`src/rtl/output_port_uart.sv`:
```
// output_port_uart: memory-bus serial output port.
// Every CPU write to PORT_ADDR is captured into a small byte FIFO and sent out
// on TXD as an 8N1 UART frame (start, 8 data bits LSB first, stop).
// Optional feature macro: UART_PARITY_EN inserts an even parity bit between
// the last data bit and the stop bit, making the frame 11 bits long.
module output_port_uart #(
   parameter logic [7:0] PORT_ADDR    = 8'hFF,
   parameter int          CLKS_PER_BIT = 10,
   parameter int          FIFO_DEPTH   = 4
) (
   input  logic       CLK,
   input  logic       CLR,
   input  logic       WE,
   input  logic [7:0] ADDR,
   input  logic [7:0] DIN,
   output logic       TXD,
   output logic       BUSY,
   output logic       EMPTY,
   output logic       FULL,
   output logic       OVF
);

   localparam int BAUD_W = (CLKS_PER_BIT > 1) ? $clog2(CLKS_PER_BIT) : 1;
   localparam int PTR_W  = $clog2(FIFO_DEPTH);
   localparam int CNT_W  = PTR_W + 1;
   localparam logic [BAUD_W-1:0] BAUD_LAST = BAUD_W'(CLKS_PER_BIT - 1);
   localparam logic [CNT_W-1:0]  CNT_FULL  = CNT_W'(FIFO_DEPTH);

`ifdef UART_PARITY_EN
   typedef enum logic [2:0] {ST_IDLE, ST_START, ST_DATA, ST_PARITY, ST_STOP} state_t;
`else
   typedef enum logic [1:0] {ST_IDLE, ST_START, ST_DATA, ST_STOP} state_t;
`endif

   state_t            state_q, state_d;
   logic [BAUD_W-1:0] baud_q, baud_d;
   logic [2:0]        bitCnt_q, bitCnt_d;
   logic [7:0]        shift_q, shift_d;
   logic              txd_q, txd_d;
   logic [PTR_W-1:0]  rdPtr_q, rdPtr_d;
   logic [PTR_W-1:0]  wrPtr_q, wrPtr_d;
   logic [CNT_W-1:0]  count_q, count_d;
   logic              empty_q, empty_d;
   logic              full_q, full_d;
   logic              ovf_q, ovf_d;
`ifdef UART_PARITY_EN
   logic              parity_q, parity_d;
`endif

   logic [7:0] fifoMem [FIFO_DEPTH];
   logic [7:0] head;
   logic       pushReq;
   logic       push;
   logic       pop;
   logic       bitEnd;

   assign head = fifoMem[rdPtr_q];

   // Next-state logic for the transmitter FSM, the shifter and the FIFO bookkeeping
   always_comb begin
      state_d  = state_q;
      baud_d   = baud_q;
      bitCnt_d = bitCnt_q;
      shift_d  = shift_q;
      txd_d    = txd_q;
      pop      = 1'b0;
`ifdef UART_PARITY_EN
      parity_d = parity_q;
`endif
      bitEnd = (baud_q == BAUD_LAST);

      if (state_q != ST_IDLE) begin
         baud_d = bitEnd ? '0 : baud_q + BAUD_W'(1);
      end

      case (state_q)
         ST_IDLE: begin
            if (count_q != '0) begin
               pop = 1'b1;
            end
         end
         ST_START: begin
            if (bitEnd) begin
               state_d  = ST_DATA;
               bitCnt_d = 3'd0;
               txd_d    = shift_q[0];
            end
         end
         ST_DATA: begin
            if (bitEnd) begin
               if (bitCnt_q == 3'd7) begin
`ifdef UART_PARITY_EN
                  state_d = ST_PARITY;
                  txd_d   = parity_q;
`else
                  state_d = ST_STOP;
                  txd_d   = 1'b1;
`endif
               end else begin
                  shift_d  = {1'b0, shift_q[7:1]};
                  txd_d    = shift_q[1];
                  bitCnt_d = bitCnt_q + 3'd1;
               end
            end
         end
`ifdef UART_PARITY_EN
         ST_PARITY: begin
            if (bitEnd) begin
               state_d = ST_STOP;
               txd_d   = 1'b1;
            end
         end
`endif
         ST_STOP: begin
            if (bitEnd) begin
               if (count_q != '0) begin
                  pop = 1'b1;
               end else begin
                  state_d = ST_IDLE;
               end
            end
         end
         default: begin
            state_d = ST_IDLE;
         end
      endcase

      // Taking a byte always starts a fresh frame with the start bit on the line.
      if (pop) begin
         state_d = ST_START;
         shift_d = head;
         txd_d   = 1'b0;
         baud_d  = '0;
`ifdef UART_PARITY_EN
         parity_d = ^head;
`endif
      end

      pushReq = WE && (ADDR == PORT_ADDR);
      push    = pushReq && (!full_q || pop);
      ovf_d   = ovf_q | (pushReq & full_q & ~pop);

      wrPtr_d = push ? wrPtr_q + PTR_W'(1) : wrPtr_q;
      rdPtr_d = pop  ? rdPtr_q + PTR_W'(1) : rdPtr_q;

      count_d = count_q;
      if (push && !pop) begin
         count_d = count_q + CNT_W'(1);
      end else if (!push && pop) begin
         count_d = count_q - CNT_W'(1);
      end
      empty_d = (count_d == '0);
      full_d  = (count_d == CNT_FULL);
   end

   // FSM state register
   always_ff @(posedge CLK or posedge CLR) begin
      if (CLR) begin
         state_q <= ST_IDLE;
      end else begin
         state_q <= state_d;
      end
   end

   // Datapath and FIFO control registers; reset aborts any frame in flight
   always_ff @(posedge CLK or posedge CLR) begin
      if (CLR) begin
         baud_q   <= '0;
         bitCnt_q <= 3'd0;
         shift_q  <= 8'h00;
         txd_q    <= 1'b1;
         rdPtr_q  <= '0;
         wrPtr_q  <= '0;
         count_q  <= '0;
         empty_q  <= 1'b1;
         full_q   <= 1'b0;
         ovf_q    <= 1'b0;
`ifdef UART_PARITY_EN
         parity_q <= 1'b0;
`endif
      end else begin
         baud_q   <= baud_d;
         bitCnt_q <= bitCnt_d;
         shift_q  <= shift_d;
         txd_q    <= txd_d;
         rdPtr_q  <= rdPtr_d;
         wrPtr_q  <= wrPtr_d;
         count_q  <= count_d;
         empty_q  <= empty_d;
         full_q   <= full_d;
         ovf_q    <= ovf_d;
`ifdef UART_PARITY_EN
         parity_q <= parity_d;
`endif
      end
   end

   // FIFO storage; contents need no reset because the pointers define validity
   always_ff @(posedge CLK) begin
      if (push) begin
         fifoMem[wrPtr_q] <= DIN;
      end
   end

   assign TXD   = txd_q;
   assign BUSY  = (state_q != ST_IDLE);
   assign EMPTY = empty_q;
   assign FULL  = full_q;
   assign OVF   = ovf_q;

endmodule

```
`config.mk`:
```
export PLATFORM = sky130hd
export DESIGN_NAME = output_port_uart
export DESIGN_NICKNAME = d
export VERILOG_FILES = /design/src/rtl/output_port_uart.sv
export SDC_FILE = /design/constraint.sdc
export NUM_CORES = 1
export LEC_CHECK = 0
export BUFFER_PORTS_ARGS = -buffer_cell sky130_fd_sc_hd__buf_2
export CAP_MARGIN = 20
export CORE_MARGIN = 2
export CORE_UTILIZATION = 30
export CTS_CLUSTER_DIAMETER = 120
export DETAILED_ROUTE_END_ITERATION = 10
export PLACE_DENSITY = 0.58
export SYNTH_ARGS = -nofsm -noshare
export SYNTH_HDL_FRONTEND = slang
export SYNTH_SLANG_ARGS = --single-unit
```
`constraint.sdc`:
```
create_clock -name CLK -period 2.1 [get_ports CLK]
set_input_delay 0 -clock CLK [delete_from_list [all_inputs] [get_ports CLK]]
set_output_delay 0 -clock CLK [all_outputs]
set_load 0.02 [all_outputs]
```
## Word-level counts from Yosys, hierarchy flattened

Memories as Yosys holds them, arrays and structs flattened.
Cells that the tools add are included.

| word-level totals | value |
|---|---|
| word-level logic and storage cells | 90 |
| output and inout bits | 5 |
| register bits after elaboration | 28 |
| RAM bits | 32 |
| memories kept | 1 |

| cells by class | value |
|---|---|
| eq/ne operators | 16 |
| add/sub/neg operators | 6 |
| bitwise logic cells | 4 |
| multiplexer cells | 30 |
| reduce and logical (&&, ||, !) cells | 22 |

Memory list:

| name | words | width | read ports | clocked after Yosys merged registers in | write ports | RTL line | text |
|---|---|---|---|---|---|---|---|
| fifoMem | 4 | 8 | 1 | 0 | 1 | 50 | `logic [7:0] fifoMem [FIFO_DEPTH];` |

Operators with widths:

| kind | count |
|---|---|
| two-way mux 8 bit | 4 |
| two-way mux 3 bit | 5 |
| inequality test 3 bit, second input constant | 5 |
| two-way mux 2 bit | 6 |
| two-way mux 4 bit | 3 |
| nonzero test 2 bit | 5 |
| == test 8 bit, second input constant | 1 |
| two-way mux 1 bit | 8 |
| inequality test 2 bit, second input constant | 4 |
| adder 3 x 1 -> 3 bit, second input constant | 2 |
| == test 3 bit, second input constant | 2 |
| one-hot mux 2 bit (3 select lines) | 1 |
| one-hot mux 3 bit (2 select lines) | 1 |
| AND reduction 3 bit | 2 |
| AND reduction 6 bit | 1 |
| nonzero test 3 bit | 2 |
| adder 2 x 1 -> 2 bit, second input constant | 2 |
| adder 4 x 1 -> 4 bit, second input constant | 1 |
| == test 2 bit, second input constant | 2 |
| == test 4 bit, second input constant | 1 |
| logical AND 1 bit | 4 |
| one-hot mux 1 bit (2 select lines) | 2 |
| AND reduction 4 bit | 1 |
| nonzero test 4 bit | 1 |
| 9 further kinds | 12 |

## Longest topological paths before layout

| depth | value |
|---|---|
| depth in word-level cells | 11 |
| depth in mapped cells | 7 |
| mapped depth without buffers | 7 |

## Least setup slack after synthesis

No wires, ideal clock.

| timing path | value |
|---|---|
| path type | register -> register |
| from | register baud_q[1] |
| to | memory fifoMem[0][0], enable pin |
| clock period less this slack | 1.980 ns |
| slack | 0.120 ns |
| stages on the path, launching flop included | 7 |
| library setup time | 0.332 ns |
| arrival | 1.649 ns |
| required time | 1.768 ns |
| buffers on the path | 0 |
| cell sequence | dfrtp_1 -> inv_1 -> ha_1 -> and4b_4 -> o211ai_4 -> a21oi_1 -> and2_1 |

| on the way | value |
|---|---|
| word-level cells in the longest chain between the ends | 7 |

RTL lines:

| item | RTL line | text |
|---|---|---|
| start, declared | 36 | `logic [BAUD_W-1:0] baud_q, baud_d;` |
| start signal, assigned | 182 | `baud_q <= baud_d;` |
| == test 4 bit | 70 | `bitEnd = (baud_q == BAUD_LAST);` |
| two-way mux 1 bit | 115 | `if (bitEnd) begin` |
| one-hot mux 1 bit (2 select lines) | 76 | `case (state_q)` |
| logical OR 1 bit | 140 | `push = pushReq && (!full_q \|\| pop);` |
| logical AND 1 bit | 140 |  |
| two-way mux 1 bit | 200 | `if (push) begin` |
| two-way mux 1 bit (implied by the code) | 201 | `fifoMem[wrPtr_q] <= DIN;` |
| end, declared | 50 |  |

Every way passes these cells.

## Final worst setup path

| timing path | value |
|---|---|
| from | register baud_q[0] |
| to | register empty_q, in the netlist EMPTY |

| on the way | value |
|---|---|
| word-level cells in the longest chain between the ends | 10 |

RTL lines:

| item | RTL line | text |
|---|---|---|
| == test 4 bit * | 70 |  |
| two-way mux 1 bit * | 115 |  |
| one-hot mux 1 bit (2 select lines) * | 76 |  |
| logical OR 1 bit | 140 |  |
| logical AND 1 bit | 140 |  |
| zero test 1 bit | 149 | `end else if (!push && pop) begin` |
| logical AND 1 bit | 149 |  |
| two-way mux 3 bit | 149 |  |
| two-way mux 3 bit * | 147 | `if (push && !pop) begin` |
| zero test 3 bit * | 152 | `empty_d = (count_d == '0);` |
| via empty_d | 43 | `logic empty_q, empty_d;` |
| end signal, assigned | 189 | `empty_q <= empty_d;` |
| end, declared | 43 |  |

Mark *: on every way through the listed nets, which the timed path passes. The rest lies on a longest branch.
A chain may end at the register's enable or synchronous reset.

==> results_dict.tcl <==
set metrics [dict create \
    outcome "complete, no violations" \
    routed_wl_mm 4.952 \
    clock_path_buffers 2 \
    boundaryPins 24 \
    grt_pass1_wl_mm 8.528 \
    tns_ns 0 \
    port_buffers 23 \
    worst_pin_slew_ns 0.5224 \
    synth_area_sq_mm 0.002825 \
    critPathSlowestCell "dfrtp_1" \
    postSynth.topFlopCell "edfxtp_1" \
    antenna_found_initial 0 \
    worstPathRequired_ns 2.38 \
    synth_edf_count 32 \
    design_area_sq_mm 0.003455 \
    grt_max_degree 29 \
    cts.sink_count 60 \
    place_area_sq_mm 0.003144 \
    rsz0062_at_grt "false" \
    ys_types 48 \
    cp_max_fo 5 \
    wire_per_inst_um 13.28 \
    postSynthAreaPerCell_sq_um 13.65 \
    period_share_pct 92.76 \
    ant_nets 0 \
    vias 1731 \
    setup_violations 0 \
    hold_violations 0 \
    path_cells "ha_1 > and4b_4 > o211ai_4 > buf_4 > mux2i_1 > a311oi_2 > o21ba_1" \
    final_cell_count_no_fill 373 \
    dieWidth_um 101.0 \
    netlist_instances 207 \
    yosysWarnings 0 \
    worst_setup_path_start_kind "flop" \
    start_util_pct 30.72 \
    drv_slew 0 \
    synth.largest_area_cell "edfxtp_1" \
    period_minus_slack_ns 1.948 \
    die_h_um 101.0 \
    power_density_mw_per_mm2 685.2 \
    slew_headroom_pct 65.17 \
    path_class "reg2reg" \
    max_stage_delay_ns 0.42 \
    row_count 35 \
    fp.dieArea_sq_mm 0.01021 \
    p_leak_nw 1.418 \
    clock_skew_ns 0.008972 \
    max_clock_freq_mhz 513.3 \
    worstPathArrival_ns 2.23 \
    grt_pass1_vias 1737 \
    end_kind "flop" \
    track_usage_pct 11.14 \
    coreArea_sq_mm 0.009196 \
    place_hpwl_mm 3.555 \
    yosys-top-cells-area "edfxtp_1 (34%), dfrtp_1 (23%), ha_1 (6.6%)" \
    drtPass1Iterations 4 \
    place_congestion 0.7651 \
    viasPerCell 4.641 \
    clkTransAtPathRegs_ns 0.07 \
    area_delta_synth_final_pct 22.28 \
    cts-root-buf "clkbuf_8" \
    drive_gt1_share_pct 29.77 \
    layout.nets 291 \
    maxCapViolCount 0 \
    whs_ns 0.2644 \
    clock_latency_ns 0.34 \
    overflow 0 \
    synth-seq-cells 60 \
    ir_worst_vdd_uv 458.6 \
    synth_top_area_share_pct 34.01 \
    ys_seq_area_share_pct 58.90 \
    antenna_cells 0 \
    cts_buffers 9 \
    dp_cells 348 \
    async_reset_ff_share_pct 46.67 \
    htree_num_levels 3 \
    initialDrtViolationCount 82 \
    syn-num-nets 241 \
    hp-class "in2async" \
    cts_tree "built" \
    drcViolationCount 0 \
]
state kept, by name, indices dropped and copies added (netlist names), 2 cells and up:
signal	count
fifoMem	32
state_q	2
bitCnt_q	3
baud_q	4
shift_q	8
wrPtr_q	2
rdPtr_q	2
count_q	3
cells in the final DEF (no fill, tap or decap), types with 2 or more instances in the layout:
cell type,n
a22o_1,5
o21ai_0,13
nand3_1,2
inv_1,11
or3_1,2
ha_1,15
a21oi_1,3
nand2_1,20
nor2_1,7
nand2b_1,2
dfstp_2,2
clkbuf_8,9
dfrtp_1,26
and2_2,5
edfxtp_1,32
nor3_1,6
mux2i_1,9
mux4_2,8
buf_4,14
clkinv_4,2
clkinvlp_4,2
dlygate4sd3_1,9
buf_2,23
xnor2_1,5
through the flow:
stage | power, mW | setup slack [ns] | utilization, %
finish | 2.367 | 0.1519 | 37.56
global route | 2.466 | 0.03888 | 37.56
CTS | 2.396 | 0.01572 | 37.39
detailed placement | 1.350 | -0.007710 | 34.19
global placement | 1.349 | 0.01119 | 34.19
floorplan | 1.310 | 0.1196 | -
critical path: cells and delay by family, from the launching register on:
kind                       cells  cell delay [ns]
DFF                            1             0.42
muxes                          1             0.30
and+or+nand+nor                1             0.22
AOI/OAI and AO/OA              3             0.56
buffers and inverters          1             0.17
adders and majority gates      1             0.23
metal layers:
| metal | global-route usage (%) | share of wire, % | wire length (um) |
|---|---|---|---|
| met1 | 15.64 | 50 | 2464 |
| met2 | 15.49 | 45 | 2244 |
| met3 | 2.982 | 2.9 | 144 |
| met4 | 6.237 | 2.0 | 99 |
| met5 | 0 | 0 | 0 |
timing repair:
action / CTS / global route
cloned: 0 / 0
setup buffers: 0 / 0
endpoints found under the setup margin: 22 / 40
endpoints found under the hold margin: 58 / 0
hold buffers: 9 / 0
gates resized for setup: 3 / 4
worst paths after layout:
| path | start | to | slack [ns] | cells past startpoint |
|---|---|---|---|---|
| setup / recovery | baud_q[0]$_DFFE_PP0P_ | EMPTY$_DFF_PP1_ | 0.15 | 7 |
| hold / removal | CLR | baud_q[2]$_DFFE_PP0P_ | 0.26 | 4 |
| setup reg to reg | baud_q[0]$_DFFE_PP0P_ | EMPTY$_DFF_PP1_ | 0.15 | 7 |
| hold reg to reg | OVF$_DFF_PP0_ | OVF$_DFF_PP0_ | 0.46 | 1 |
| max in group asynchronous | CLR | EMPTY$_DFF_PP1_ | 1.52 | 4 |
| min in group CLK | ADDR[6] | count_q[0]$_DFF_PP0_ | 0.30 | 5 |
report_power, final:
part / internal [mW] / total (mW) / switching (mW)
Sequential: 1.25 / 1.25 / 0.00492
Combinational: 0.0414 / 0.0848 / 0.0434
Clock: 0.552 / 1.03 / 0.477
layout make-up:
| cell class | count | area (sq um) |
|---|---|---|
| multi-input cells | 129 | 1100 |
| fillers | 868 | 5742 |
| clock inverters | 7 | 76.32 |
| clock buffers | 9 | 123.9 |
| well taps | 111 | 138.9 |
| flip-flops and latches | 60 | 1664 |
| inverters | 11 | 41.29 |
| repair buffers | 46 | 310.3 |
cell families after synthesis:
logic type / count (synthesis) / synth area share (%)
DFF: 60 / 58.90
and+or+nand+nor: 55 / 10.36
AOI/OAI and AO/OA: 36 / 9.699
buffers and inverters: 18 / 2.879
muxes: 18 / 9.965
adders and majority gates: 15 / 6.643
xor gates and xnor gates: 5 / 1.550
synthesized netlist by cell type, types with 2 or more instances:
cell type	count
or3_1	2
nand2b_1	2
a21oi_1	4
ha_1	15
a22o_1	5
buf_2	2
nand3_1	2
mux2i_1	9
and2_1	5
mux4_2	8
edfxtp_1	32
nand2_1	21
xnor2_1	5
dfstp_2	2
dfrtp_1	26
nor2_1	7
inv_1	11
clkbuf_1	2
nor3_1	6
o21ai_0	13
Note: power is estimated with default switching activity, not from simulation.
